## src/rtl/dmem_port_arbiter_if.sv

```systemverilog
// ---------------------------------------------------------------------------
// dmem_port_arbiter_if
//   Bundles the three buses that meet at the data-memory port arbiter:
//     cpu_*  : MEM-stage request (req/we/addr/byte_mark/wdata) and the
//              returned load data / stall.
//     ext_*  : secondary master (debug/DMA) valid/ready request, payload,
//              and the read-return pair (ext_rvalid/ext_rdata).
//     DMEM_* : the single data-memory port.
//   modport slave  : the arbiter's view.
//   modport master : the environment's view (pipeline, external master and
//                    memory together).
// ---------------------------------------------------------------------------
interface dmem_port_arbiter_if;
    logic        cpu_req;
    logic        cpu_we;
    logic [31:0] cpu_addr;
    logic [3:0]  cpu_byte_mark;
    logic [31:0] cpu_wdata;
    logic [31:0] cpu_rdata;
    logic        cpu_stall;

    logic        ext_valid;
    logic        ext_ready;
    logic        ext_we;
    logic [31:0] ext_addr;
    logic [3:0]  ext_byte_mark;
    logic [31:0] ext_wdata;
    logic        ext_rvalid;
    logic [31:0] ext_rdata;

    logic [31:0] DMEM_add_o;
    logic [3:0]  DMEM_byte_mark_o;
    logic        DMEM_rd_o;
    logic [31:0] DMEM_data_write_o;
    logic [31:0] DMEM_data_i;

    modport slave (
        input  cpu_req, cpu_we, cpu_addr, cpu_byte_mark, cpu_wdata,
        output cpu_rdata, cpu_stall,
        input  ext_valid, ext_we, ext_addr, ext_byte_mark, ext_wdata,
        output ext_ready, ext_rvalid, ext_rdata,
        output DMEM_add_o, DMEM_byte_mark_o, DMEM_rd_o, DMEM_data_write_o,
        input  DMEM_data_i
    );

    modport master (
        output cpu_req, cpu_we, cpu_addr, cpu_byte_mark, cpu_wdata,
        input  cpu_rdata, cpu_stall,
        output ext_valid, ext_we, ext_addr, ext_byte_mark, ext_wdata,
        input  ext_ready, ext_rvalid, ext_rdata,
        input  DMEM_add_o, DMEM_byte_mark_o, DMEM_rd_o, DMEM_data_write_o,
        output DMEM_data_i
    );
endinterface

```

## src/rtl/dmem_port_arbiter.sv

```systemverilog
// ---------------------------------------------------------------------------
// dmem_port_arbiter
//   Shares one data-memory port between the pipeline MEM stage (fixed
//   priority) and an external valid/ready master. Grant is combinational;
//   read data (one-cycle latency) is steered back to whichever side issued
//   the load in the previous cycle.
//
//   Optional feature macro: DMEM_ARB_STARVE_GUARD_EN
//     defined   : a starvation counter forces one external slot (stalling
//                 the pipeline) after STARVE_LIMIT blocked cycles.
//     undefined : pure fixed CPU priority, cpu_stall tied 0.
//
//   Ports:
//     clk   : core clock, rising edge
//     rst_n : synchronous active-low reset
//     bus   : dmem_port_arbiter_if.slave (cpu_*, ext_*, DMEM_* signals)
//
//   Parameter:
//     STARVE_LIMIT : blocked cycles before a forced external slot (1..255)
//
//   State table (guard enabled):
//     ARB_CPU   | normal: CPU first, external when CPU idle
//     ARB_FORCE | one forced external slot, pipeline stalled
// ---------------------------------------------------------------------------
module dmem_port_arbiter #(
    parameter int STARVE_LIMIT = 8
) (
    input  logic                   clk,
    input  logic                   rst_n,
    dmem_port_arbiter_if.slave     bus
);

    typedef enum logic [1:0] {OWN_NONE, OWN_CPU, OWN_EXT} owner_t;

    localparam logic [7:0] LIMIT8 = 8'(STARVE_LIMIT);

    owner_t      r_rd_owner;
    logic [31:0] r_cpu_rdata_hold;
    logic [31:0] r_ext_rdata;

    logic        w_force;
    logic        w_cpu_grant;
    logic        w_ext_grant;
    owner_t      w_rd_owner_live;
    owner_t      w_rd_owner_next;
    logic        w_unused_bits;

`ifdef DMEM_ARB_STARVE_GUARD_EN
    typedef enum logic {ARB_CPU, ARB_FORCE} arb_state_t;

    arb_state_t  r_state;
    logic [7:0]  r_wait_cnt;
    logic [7:0]  w_cnt_inc;

    assign w_force   = (r_state == ARB_FORCE);
    assign w_cnt_inc = (r_wait_cnt >= LIMIT8) ? LIMIT8 : (r_wait_cnt + 8'd1);

    // The transition fires on the cycle whose increment reaches the limit,
    // so the forced slot is the (STARVE_LIMIT+1)-th cycle of waiting.
    always_ff @(posedge clk) begin
        if (!rst_n) begin
            r_state    <= ARB_CPU;
            r_wait_cnt <= 8'd0;
        end else begin
            case (r_state)
                ARB_CPU: begin
                    if (bus.ext_valid && !w_ext_grant) begin
                        if (w_cnt_inc == LIMIT8) begin
                            r_state    <= ARB_FORCE;
                            r_wait_cnt <= 8'd0;
                        end else begin
                            r_wait_cnt <= w_cnt_inc;
                        end
                    end else begin
                        r_wait_cnt <= 8'd0;
                    end
                end
                default: begin
                    r_state    <= ARB_CPU;
                    r_wait_cnt <= 8'd0;
                end
            endcase
        end
    end
`else
    assign w_force = 1'b0;
`endif

    // Grants collapse to zero while in reset so the port is quiet.
    assign w_cpu_grant = rst_n & ~w_force & bus.cpu_req;
    assign w_ext_grant = rst_n & bus.ext_valid & (w_force | ~bus.cpu_req);

    assign bus.ext_ready = w_ext_grant;
    assign bus.cpu_stall = rst_n & w_force;

    always_comb begin
        bus.DMEM_add_o        = 32'd0;
        bus.DMEM_byte_mark_o  = 4'd0;
        bus.DMEM_rd_o         = 1'b0;
        bus.DMEM_data_write_o = 32'd0;
        if (w_cpu_grant) begin
            bus.DMEM_add_o        = {bus.cpu_addr[31:2], 2'b00};
            bus.DMEM_byte_mark_o  = bus.cpu_we ? bus.cpu_byte_mark : 4'd0;
            bus.DMEM_rd_o         = ~bus.cpu_we;
            bus.DMEM_data_write_o = bus.cpu_wdata;
        end else if (w_ext_grant) begin
            bus.DMEM_add_o        = {bus.ext_addr[31:2], 2'b00};
            bus.DMEM_byte_mark_o  = bus.ext_we ? bus.ext_byte_mark : 4'd0;
            bus.DMEM_rd_o         = ~bus.ext_we;
            bus.DMEM_data_write_o = bus.ext_wdata;
        end
    end

    always_comb begin
        w_rd_owner_next = OWN_NONE;
        if (w_cpu_grant && !bus.cpu_we)
            w_rd_owner_next = OWN_CPU;
        else if (w_ext_grant && !bus.ext_we)
            w_rd_owner_next = OWN_EXT;
    end

    // A read in flight across a reset edge is dropped, not returned.
    assign w_rd_owner_live = rst_n ? r_rd_owner : OWN_NONE;

    assign bus.cpu_rdata  = (w_rd_owner_live == OWN_CPU) ? bus.DMEM_data_i : r_cpu_rdata_hold;
    assign bus.ext_rvalid = (w_rd_owner_live == OWN_EXT);
    assign bus.ext_rdata  = (w_rd_owner_live == OWN_EXT) ? bus.DMEM_data_i : r_ext_rdata;

    always_ff @(posedge clk) begin
        if (!rst_n) begin
            r_rd_owner       <= OWN_NONE;
            r_cpu_rdata_hold <= 32'd0;
            r_ext_rdata      <= 32'd0;
        end else begin
            r_rd_owner <= w_rd_owner_next;
            if (r_rd_owner == OWN_CPU)
                r_cpu_rdata_hold <= bus.DMEM_data_i;
            if (r_rd_owner == OWN_EXT)
                r_ext_rdata <= bus.DMEM_data_i;
        end
    end

    // Address LSBs are dropped by word alignment; the limit is only used
    // when the guard is built in.
    assign w_unused_bits = ^{bus.cpu_addr[1:0], bus.ext_addr[1:0], LIMIT8};

endmodule

```

## src/flat_wrapper.sv

```systemverilog
// flat-port wrapper written by rule: the top's interface ports become plain ports
module dmem_port_arbiter_flat 
#(
    parameter int STARVE_LIMIT = 8
)
  (clk, rst_n, bus_cpu_req, bus_cpu_we, bus_cpu_addr, bus_cpu_byte_mark, bus_cpu_wdata, bus_cpu_rdata, bus_cpu_stall, bus_ext_valid, bus_ext_we, bus_ext_addr, bus_ext_byte_mark, bus_ext_wdata, bus_ext_ready, bus_ext_rvalid, bus_ext_rdata, bus_DMEM_add_o, bus_DMEM_byte_mark_o, bus_DMEM_rd_o, bus_DMEM_data_write_o, bus_DMEM_data_i);
  dmem_port_arbiter_if bus_i ();
  input  logic clk;
  input  logic rst_n;
  input wire logic [$bits(bus_i.cpu_req)-1:0] bus_cpu_req;
  input wire logic [$bits(bus_i.cpu_we)-1:0] bus_cpu_we;
  input wire logic [$bits(bus_i.cpu_addr)-1:0] bus_cpu_addr;
  input wire logic [$bits(bus_i.cpu_byte_mark)-1:0] bus_cpu_byte_mark;
  input wire logic [$bits(bus_i.cpu_wdata)-1:0] bus_cpu_wdata;
  output wire logic [$bits(bus_i.cpu_rdata)-1:0] bus_cpu_rdata;
  output wire logic [$bits(bus_i.cpu_stall)-1:0] bus_cpu_stall;
  input wire logic [$bits(bus_i.ext_valid)-1:0] bus_ext_valid;
  input wire logic [$bits(bus_i.ext_we)-1:0] bus_ext_we;
  input wire logic [$bits(bus_i.ext_addr)-1:0] bus_ext_addr;
  input wire logic [$bits(bus_i.ext_byte_mark)-1:0] bus_ext_byte_mark;
  input wire logic [$bits(bus_i.ext_wdata)-1:0] bus_ext_wdata;
  output wire logic [$bits(bus_i.ext_ready)-1:0] bus_ext_ready;
  output wire logic [$bits(bus_i.ext_rvalid)-1:0] bus_ext_rvalid;
  output wire logic [$bits(bus_i.ext_rdata)-1:0] bus_ext_rdata;
  output wire logic [$bits(bus_i.DMEM_add_o)-1:0] bus_DMEM_add_o;
  output wire logic [$bits(bus_i.DMEM_byte_mark_o)-1:0] bus_DMEM_byte_mark_o;
  output wire logic [$bits(bus_i.DMEM_rd_o)-1:0] bus_DMEM_rd_o;
  output wire logic [$bits(bus_i.DMEM_data_write_o)-1:0] bus_DMEM_data_write_o;
  input wire logic [$bits(bus_i.DMEM_data_i)-1:0] bus_DMEM_data_i;
  assign bus_i.cpu_req = bus_cpu_req;
  assign bus_i.cpu_we = bus_cpu_we;
  assign bus_i.cpu_addr = bus_cpu_addr;
  assign bus_i.cpu_byte_mark = bus_cpu_byte_mark;
  assign bus_i.cpu_wdata = bus_cpu_wdata;
  assign bus_cpu_rdata = bus_i.cpu_rdata;
  assign bus_cpu_stall = bus_i.cpu_stall;
  assign bus_i.ext_valid = bus_ext_valid;
  assign bus_i.ext_we = bus_ext_we;
  assign bus_i.ext_addr = bus_ext_addr;
  assign bus_i.ext_byte_mark = bus_ext_byte_mark;
  assign bus_i.ext_wdata = bus_ext_wdata;
  assign bus_ext_ready = bus_i.ext_ready;
  assign bus_ext_rvalid = bus_i.ext_rvalid;
  assign bus_ext_rdata = bus_i.ext_rdata;
  assign bus_DMEM_add_o = bus_i.DMEM_add_o;
  assign bus_DMEM_byte_mark_o = bus_i.DMEM_byte_mark_o;
  assign bus_DMEM_rd_o = bus_i.DMEM_rd_o;
  assign bus_DMEM_data_write_o = bus_i.DMEM_data_write_o;
  assign bus_i.DMEM_data_i = bus_DMEM_data_i;
  dmem_port_arbiter #(.STARVE_LIMIT(STARVE_LIMIT)) u_core (.clk(clk), .rst_n(rst_n), .bus(bus_i));
endmodule
```

## config.mk

```make
export PLATFORM = sky130hd
export DESIGN_NAME = dmem_port_arbiter_flat
export DESIGN_NICKNAME = d
export VERILOG_FILES = /design/src/rtl/dmem_port_arbiter_if.sv /design/src/rtl/dmem_port_arbiter.sv /design/src/flat_wrapper.sv
export SDC_FILE = /design/constraint.sdc
export NUM_CORES = 1
export LEC_CHECK = 0
export ABC_AREA = 1
export ABC_CLOCK_PERIOD_IN_PS = 970
export CAP_MARGIN = 20
export CORE_AREA = 2 2 121 123
export DETAILED_ROUTE_END_ITERATION = 16
export DIE_AREA = 0 0 123 125
export PLACE_DENSITY_LB_ADDON = 0.1
export RECOVER_POWER = 25
export SKIP_LAST_GASP = 1
export SYNTH_ARGS = -nofsm -noshare
export SYNTH_HDL_FRONTEND = slang
export SYNTH_SLANG_ARGS = --single-unit
export TNS_END_PERCENT = 30
```

## constraint.sdc

```tcl
create_clock -name clk -period 0.97 [get_ports clk]
set_input_delay 0.1455 -clock clk [delete_from_list [all_inputs] [get_ports clk]]
set_output_delay 0.1455 -clock clk [all_outputs]
set_load 0.02 [all_outputs]
```

==> results of run 1 <==
## worst paths after layout
path / from / end / slack [ps]
max: u_core.r_rd_owner[1] / bus_cpu_rdata[9] / -640
min: rst_n / u_core.r_cpu_rdata_hold[0] / 300
max reg2reg: u_core.r_rd_owner[1] / u_core.r_cpu_rdata_hold[9] / -340
min reg2reg: u_core.r_cpu_rdata_hold[0] / u_core.r_cpu_rdata_hold[0] / 470
## cell usage in the layout (no fill, tap or decap), types with 15 or more instances in the layout
cell type	synthesis	layout
dfxtp_1	66	64
clkdlybuf4s50_1	0	162
clkbuf_16	0	15
nand2_1	396	192
buf_6	2	124
nand2_2	0	142
nand4_1	68	68
buf_4	5	100
buf_12	0	22
nand3_1	66	64
nand2_4	0	62
## final cells by class
type	instances	area, um2
clock buffers	11	233
repair buffers	441	4690
fillers	1201	4460
well taps	184	230
clock inverters	5	86.3
diodes	2	5.00
inverters	11	56.3
flip-flops and latches	66	1330
multi-input cells	535	3110
## metrics by stage
step | util [%] | instances | cell area, um2 | power (mW)
6_report | 68.6 | 1255 | 9740 | 9.35
5_1_grt | 68.6 | 1255 | 9740 | 9.67
4_1_cts | 63.4 | 1234 | 9000 | 9.16
3_5_place_dp | 57.8 | 1191 | 8210 | 5.48
3_3_place_gp | 57.8 | 1191 | 8210 | 5.48
2_1_floorplan | - | 669 | 4490 | 3.92
## where the power goes
group	switching (mW)	internal [mW]	total (mW)
logic	1.35	1.61	2.97
registers	0.0634	2.78	2.85
clock network	1.26	2.27	3.53
total	2.68	6.67	9.35
## state kept, by name (all words and copies together) (netlist names)
name                     cells
u_core.r_cpu_rdata_hold     32
u_core.r_ext_rdata          32
u_core.r_rd_owner            2
## worst max-delay path: stages, from the launching register on
cell and delay (ps):
dfxtp_4 390, inv_8 80, buf_12 130, buf_12 120
nand4_1 170, nand2_4 130, buf_6 110
## layer usage
metal	global-route usage, %	up-vias
met2	43.5	218
met3	5.66	22
li1	-	2959
met4	8.22	0
met1	32.5	2759
met5	0	-
## logic make-up after synthesis
| family | after synthesis | share of synthesized area [%] |
|---|---|---|
| buf+inv | 68 | 8.69 |
| flops | 66 | 33.7 |
| other cells | 1 | 0.0957 |
| simple gates | 532 | 57.5 |
## timing repair
action                                 4_1_cts  5_1_grt
setup buffers                               20       16
pin swaps                                   32        6
cloned                                       7        6
endpoints found under the hold margin        0        0
gates resized for setup                    692      226
setup endpoints to repair                  198      197
==> summary.txt, run 1 <==
Logic synthesis
  • Top_reg_cell synth: dfxtp_1
  • Synthesized area per cell: 5.87 um2
  • Top cells by area, synth: nand2_1 38%, dfxtp_1 34%, nand4_1 11%, nand3_1 8.4%, buf_2 5.2%
  • Yosys cell types: 14
  • Count leader, synth: nand2_1
  • Post-synth EDFFs: 0
  • Synth Cell Area: 3920 um2
  • Async set or reset register ratio after synthesis: 0%
  • Post-synth top area share: 37.9%
  • Synth top cells by count: 396 x nand2_1, 68 x nand4_1, 66 x dfxtp_1, 66 x nand3_1, 41 x buf_2
  • Cells after Synth: 667
  • Synth Register Bits: 66
  • Dominant cell type by area after synthesis: nand2_1
  • Register area share after synthesis: 33.7%
  • Ys Warns: 0

STA
  • Final Hold Viols: 0
  • Final worst setup slack: -643 ps
  • Unrepaired setup endpoints after global routing: true
  • Fmax: 0.620 GHz
  • Fin crit share: 166%
  • Max Slew Vio Count: 0
  • WHS: 295 ps
  • Setup violations, final: 197
  • Minimum clock period: 1610 ps
  • Clock Skew: 12.0 ps
  • Setup TNS Final: -72380 ps

Clock network
  • Hold_buf cts: 0
  • Bufs on Longest Clock Path: 2
  • Worst-Skew Late Latency: 340 ps
  • CTS root buffer: clkbuf_16
  • CTS tree: done
  • CTS H-tree lvls: 3
  • CTS Buf Count: 9
  • Clock transition at path regs: 60 ps
  • Clock sinks: 66

Setup path
  • Crit start category: flop
  • Crit path kind: reg -> out
  • Worst path required time: 820 ps
  • Arrival @ worst endpoint: 1470 ps
  • Crit-path max FO: 7
  • Setup crit end kind: output pin
  • Worst reg-to-reg path cell count: 7

Floorplan
  • Die X: 123 um
  • Io pins: 310
  • Rows: 44
  • Core area: 14200 um2
  • Initial Util: 27.6%
  • Total die area: 15400 um2
  • Die extent in y: 125 um

Global route
  • First-pass GRT wire length: 30300 um
  • Largest net degree at the start of global routing: 28
  • Final global-route overflow total: 0
  • Total track usage: 25.8%
  • Vias in the first global route: 5590
  • Antenna violations before repair: 2

Outcome
  • Status: finished with violations
  • Failing checks: negative setup slack

Detailed routing
  • Detailed Routing Iterations Pass 1: 7
  • Post-route ant nets: 0
  • Via density per instance: 4.75
  • 1st-iter DRT viols: 337
  • Wire per inst: 16.9 um
  • Routed via count: 5958
  • Met2 WL: 10700 um
  • Uppermost routed layer: met4
  • Metal-1 WL: 8550 um
  • # DRC: 0
  • WL met3: 1490 um
  • Post-Route WL: 21200 um

Power and ir drop
  • PwrDens: 959 nW/um2
  • Max VDD drop: 0.00101 V
  • Leak: 4.97 nW

Finish
  • Synth-to-Final Area Change: 149%
  • Share of cells above drive strength 1: 46.6%
  • Final net count: 1238

Job
  • Max_cap viols: 0

Placement
  • I/O Buffers: 302
  • Placer Congestion: 0.869
  • Final HPWL DP: 15100 um
  • Pre-CTS setup slack: -1180 ps

Worst hold path
  • Hold Path Depth: 4
  • Worst min path class: in -> reg
(Power assumes the default switching activity.)
==> run 2: changes to the inputs <==
--- a/config.mk
+++ b/config.mk
@@ -9,6 +9,7 @@
 export ABC_CLOCK_PERIOD_IN_PS = 970
 export CAP_MARGIN = 20
 export CORE_AREA = 2 2 121 123
+export CTS_CLUSTER_DIAMETER = 200
 export DETAILED_ROUTE_END_ITERATION = 16
 export DIE_AREA = 0 0 123 125
 export PLACE_DENSITY_LB_ADDON = 0.1
==> results of run 2 <==
Same layout as run 1: the final DEF is identical, and so are final timing and power.
